### config.mk
export PLATFORM = sky130hd
export DESIGN_NAME = dac_ctrl
export DESIGN_NICKNAME = d
export VERILOG_FILES = /design/src/rtl/dac_ctrl.sv
export SDC_FILE = /design/constraint.sdc
export NUM_CORES = 1
export LEC_CHECK = 0
export CAP_MARGIN = 10
export CORE_MARGIN = 4
export CORE_UTILIZATION = 50
export CTS_CLUSTER_SIZE = 16
export DETAILED_ROUTE_END_ITERATION = 7
export MAX_ROUTING_LAYER = met4
export PLACE_DENSITY_LB_ADDON = 0.1
export RECOVER_POWER = 100
export SKIP_CTS_REPAIR_TIMING = 1
export SLEW_MARGIN = 10
export SYNTH_ARGS = -nofsm -noshare
export SYNTH_HDL_FRONTEND = slang
export SYNTH_SLANG_ARGS = --single-unit
export TNS_END_PERCENT = 10
### constraint.sdc
create_clock -name clk -period 2.8 [get_ports clk]
set_input_delay 0.56 -clock clk [delete_from_list [all_inputs] [get_ports clk]]
set_output_delay 0.56 -clock clk [all_outputs]
set_load 0.03 [all_outputs]
### src/rtl/dac_ctrl.sv
// dac_ctrl: I2S serializer between the FM synthesizer and the external codec.
// Produces MCLK, BCLK, LRCK and SDTI, latches one stereo pair per 64-bit
// frame and pulses `next` to the synthesizer when the pair has been taken.
// Every codec-facing output comes straight from a flip-flop that is loaded
// from the next-state decode, so the pins carry no combinational glitches
// and always agree with the counter state of the current cycle.
module dac_ctrl #(
  parameter int unsigned BCLK_HALF  = 8,  // clk cycles per BCLK half period (2..255)
  parameter int unsigned MCLK_SHIFT = 1   // MCLK = clk / 2^(MCLK_SHIFT+1)    (0..7)
) (
  input  logic        clk,
  input  logic        reset,     // synchronous, active low
  input  logic [15:0] sample_l,
  input  logic [15:0] sample_r,
  output logic        next,
  output logic        mclk,
  output logic        bclk,
  output logic        lrck,
  output logic        sdti
);

  // Divider sizing: div runs 0 .. 2*BCLK_HALF-1.
  localparam int unsigned DIV_W  = $clog2(2 * BCLK_HALF);
  localparam int unsigned MCNT_W = MCLK_SHIFT + 1;

  localparam logic [DIV_W-1:0]  DIV_LAST = DIV_W'(2 * BCLK_HALF - 1);
  localparam logic [DIV_W-1:0]  BCLK_HI  = DIV_W'(BCLK_HALF);
  localparam logic [DIV_W-1:0]  DIV_ONE  = DIV_W'(1);
  localparam logic [MCNT_W-1:0] MCNT_ONE = MCNT_W'(1);

  // Serial bit for slot position p of word h (I2S: one BCLK of delay after
  // the LRCK edge, 16 data bits MSB first, zero padding to 32 bits).
  function automatic logic slot_bit(input logic [4:0] p, input logic [15:0] h);
    logic [4:0] idx;
    logic       b;
    idx = 5'd16 - p;
    if ((p >= 5'd1) && (p <= 5'd16)) begin
      b = h[idx[3:0]];
    end else begin
      b = 1'b0;
    end
    return b;
  endfunction

  // --------------------------------------------------------------------
  // State
  // --------------------------------------------------------------------
  logic [DIV_W-1:0]  div_q,     div_d;
  logic [5:0]        bit_cnt_q, bit_cnt_d;
  logic [MCNT_W-1:0] mcnt_q,    mcnt_d;
  logic [15:0]       hold_l_q,  hold_l_d;
  logic [15:0]       hold_r_q,  hold_r_d;
  logic              next_q,    next_d;
  logic              mclk_q,    mclk_d;
  logic              bclk_q,    bclk_d;
  logic              lrck_q,    lrck_d;
  logic              sdti_q,    sdti_d;

  logic              div_wrap_s;
  logic              frame_end_s;
  logic [15:0]       word_s;

  // Counter advance and frame-end detection.
  always_comb begin
    div_wrap_s  = (div_q == DIV_LAST);
    frame_end_s = div_wrap_s && (bit_cnt_q == 6'd63);

    if (div_wrap_s) begin
      div_d     = '0;
      bit_cnt_d = bit_cnt_q + 6'd1;   // wraps 63 -> 0 by width
    end else begin
      div_d     = div_q + DIV_ONE;
      bit_cnt_d = bit_cnt_q;
    end

    // MCLK counter is free running and unrelated to the BCLK divider.
    mcnt_d = mcnt_q + MCNT_ONE;
  end

  // Pair latch and handshake: inputs are only looked at on the frame-end cycle.
  always_comb begin
    if (frame_end_s) begin
      hold_l_d = sample_l;
      hold_r_d = sample_r;
      next_d   = 1'b1;
    end else begin
      hold_l_d = hold_l_q;
      hold_r_d = hold_r_q;
      next_d   = 1'b0;
    end
  end

  // Output decode from the next counter/hold state, so the registered pins
  // line up with the counters with zero lag.
  always_comb begin
    bclk_d = (div_d >= BCLK_HI);
    lrck_d = bit_cnt_d[5];
    mclk_d = mcnt_d[MCLK_SHIFT];

    if (bit_cnt_d[5]) begin
      word_s = hold_r_d;
    end else begin
      word_s = hold_l_d;
    end

    sdti_d = slot_bit(bit_cnt_d[4:0], word_s);
  end

  // State and output registers; reset clears everything on the same edge.
  always_ff @(posedge clk) begin
    if (!reset) begin
      div_q     <= '0;
      bit_cnt_q <= 6'd0;
      mcnt_q    <= '0;
      hold_l_q  <= 16'd0;
      hold_r_q  <= 16'd0;
      next_q    <= 1'b0;
      mclk_q    <= 1'b0;
      bclk_q    <= 1'b0;
      lrck_q    <= 1'b0;
      sdti_q    <= 1'b0;
    end else begin
      div_q     <= div_d;
      bit_cnt_q <= bit_cnt_d;
      mcnt_q    <= mcnt_d;
      hold_l_q  <= hold_l_d;
      hold_r_q  <= hold_r_d;
      next_q    <= next_d;
      mclk_q    <= mclk_d;
      bclk_q    <= bclk_d;
      lrck_q    <= lrck_d;
      sdti_q    <= sdti_d;
    end
  end

  assign next = next_q;
  assign mclk = mclk_q;
  assign bclk = bclk_q;
  assign lrck = lrck_q;
  assign sdti = sdti_q;

endmodule

==> impl_metrics.tcl, run 1 <==
set metrics [dict create \
    status "completed" \
    power_density_nw_per_um2 404 \
    ctsLongestPathBuffers 2 \
    die_h_um 83.5 \
    yosys.area.top_type "dfxtp_1" \
    max_freq_ghz 0.386 \
    ys_async_sr_fraction 0 \
    dr_wl_met3_um 261 \
    synth_seq_area_share 0.330 \
    synth_edf_count 0 \
    cts_tree "done" \
    vias_per_cell 5.72 \
    rsz0062_at_grt "false" \
    start_util 0.518 \
    fin_crit_sh 0.925 \
    htree_levels 2 \
    synth_fa_ha_area_frac 0.0176 \
    drt_iter0_drc 100 \
    synthTopCellsByArea "dfxtp_1, a21boi_0, nand2_1" \
    ys_types 61 \
    place.gp.congestion 0.874 \
    total_power_uw 1380 \
    crit_type "reg2reg" \
    diodes 0 \
    cap_violations 0 \
    grt_pass1_wl_um 11700 \
    finalNetCount 407 \
    ys.warnings.count 0 \
    track_usage 0.207 \
    crit_required_ps 3070 \
    ys.flop_type "dfxtp_1" \
    io_buffers 38 \
    drv_slew 0 \
    cts-buffers-inserted 5 \
    num_vias 2529 \
    syn-num-nets 375 \
    rows 27 \
    dpl_cell_area_um2 3280 \
    worstPathArrival_ps 2860 \
    highest_layer "met4" \
    syn2layout_area_growth_pct 19.8 \
    drt-met1-wl_um 3170 \
    drc 0 \
    clock_latency_ps 310 \
    grt_start_max_net_pins 42 \
    synth_top_family_by_area "compound AO/OA/AOI/OAI gates" \
    stdcell_area_um2 3410 \
    tightest_slew_ps 608 \
    final-hold-violation-count 0 \
    wl_per_cell_um 15.1 \
    io_pins 39 \
    cts.clk_slew.worst_paths_ps 90 \
    antenna_found_initial 0 \
    cp-start-kind "register" \
    drive_gt1_frac 0.108 \
    die_w_um 83.5 \
    root_buffer "clkbuf_8" \
    slew_headroom 0.593 \
    finClkSkew_ps 9.09 \
    ir_worst_vdd_v 0.000278 \
    postSynthCellCount 337 \
    wl_met2_um 3140 \
    synthXorXnorAreaFrac 0.0246 \
    wirelength_um 6660 \
    synth_top_area_frac 0.330 \
    p_leak_uw 0.00113 \
    hp-class "reg2reg" \
    n_fill_cell 527 \
    die_area_um2 6970 \
    synth_compound_area_frac 0.271 \
    fin_setup_tns_ps 0 \
    synthSimpleGateAreaFrac 0.235 \
    cts.sinks 47 \
    netlist_area_um2 2850 \
    cp-end-kind "register" \
    drt_pass1_iterations 4 \
    synth_area_per_cell_um2 8.46 \
    ys_seq_elements 47 \
    dp_hpwl_um 4830 \
    overflow 0 \
    setup_viol 0 \
    ant_nets 0 \
    synthMuxAreaShare 0.0597 \
    coreArea_um2 5510 \
    grt_pass1_vias 2375 \
    fin_crit_ps 2590 \
    crit_path_max_fanout 12 \
]
[flip-flops by register name, indices dropped and copies added (netlist names)]
signal / cells
hold_l_q: 16
hold_r_q: 16
bit_cnt_q: 6
div_q: 4
mcnt_q: 2
bclk: 1
next: 1
sdti: 1
[layout by cell type (no fill, tap or decap), drive strengths merged, types with 3 or more instances in the layout]
cell,n
dfxtp,47
xnor2,4
and3,4
nand4,3
o21ai,11
a31oi,4
nand2b,4
dlygate4sd3,6
a21boi,37
a211oi,5
ha,4
and2,11
nor3,6
a311o,3
nor2b,5
o311ai,3
nand3,12
nor2,8
buf,15
mux4,3
o2111ai,4
a32oi,3
nand2,72
a21oi,5
mux2i,8
clkbuf,7
xor2,4
nor4,3
o211ai,5
clkdlybuf4s50,32
o31a,3
[worst max-delay path: stages, from the launching register on]
cell and delay, ps:
dfxtp_1 380, ha_1 340, and3_1 250, buf_4 180, a31oi_4 100, nor2_4 350
mux2i_1 140, mux4_2 470, mux2i_1 170, o211a_1 170
[metrics by stage]
step                      utilization  hold WS [ps]  worst slack, ps  cells
after floorplan                     -           412              332    337
after global placement          0.596           424              245    434
after detailed placement        0.596           437              222    434
after CTS                       0.621           455              211    442
after global routing            0.620           482             43.9    442
final                           0.620           455              210    442
[synth_stat cells (3+ instances only)]
cell type and instances:
nor2b_1 5, nand3_1 10, o211ai_1 5, mux2i_1 8, a21boi_0 37, nand2_1 72, mux4_2 3, a211oi_1 5
a32oi_1 3, o2111ai_1 3, buf_2 13, buf_6 4, clkbuf_1 10, and2_1 11, dfxtp_1 47, xor2_1 4
nor3_1 5, nand2b_1 4, a31oi_1 3, ha_1 4, o21ai_0 11, a21oi_1 5, xnor2_1 4, o31a_1 3
nor2_1 7, and3_1 4, nand4_1 3
[cells by family after synthesis]
group | count (synthesis)
AO/OA/AOI/OAI | 98
XOR/XNOR | 8
adder cells (fa/ha/maj) | 4
buffers and inverters | 33
flip-flops | 47
multiplexers | 13
AND/OR/NAND/NOR | 134
[layout make-up]
| cell class | count | area (um^2) | area share |
|---|---|---|---|
| timing repair buffer | 55 | 500 | 0.147 |
| tap | 72 | 90.1 | 0.0264 |
| clock buffer | 5 | 68.8 | 0.0202 |
| inverter | 3 | 11.3 | 0.00330 |
| sequential | 47 | 941 | 0.276 |
| multi-input combinational | 257 | 1730 | 0.508 |
| clock inverter | 3 | 67.6 | 0.0198 |
[final timing paths]
check,cells after the start,start,slack [ps],end
setup / recovery,9,div_q[0]$_SDFF_PN0_,210,sdti$_SDFF_PN0_
hold / removal,1,mcnt_q[0]$_SDFF_PN0_,450,mcnt_q[0]$_SDFF_PN0_
setup reg to reg,9,div_q[0]$_SDFF_PN0_,210,sdti$_SDFF_PN0_
hold reg to reg,1,mcnt_q[0]$_SDFF_PN0_,450,mcnt_q[0]$_SDFF_PN0_
[per-layer routing]
metal,vias up,global-route usage
met5,-,-
met4,0,0.0395
met3,10,0.0385
met2,46,0.327
met1,1193,0.280
li1,1280,-
[power by group]
group          switching, uW  total [uW]  internal [uW]
combinational           33.3        94.9           61.5
sequential              6.30         681            674
clock                    248         604            356
No activity file was read; power rests on OpenSTA's default activity.
==> run 2, diff against run 1 <==
--- a/config.mk
+++ b/config.mk
@@ -8,6 +8,7 @@
 export CAP_MARGIN = 10
 export CORE_MARGIN = 4
 export CORE_UTILIZATION = 50
+export CTS_BUF_LIST = sky130_fd_sc_hd__clkbuf_8 sky130_fd_sc_hd__clkbuf_16
 export CTS_CLUSTER_SIZE = 16
 export DETAILED_ROUTE_END_ITERATION = 7
 export MAX_ROUTING_LAYER = met4
==> results of run 2 <==
No change in the layout: final DEF, timing and power equal those of run 1.
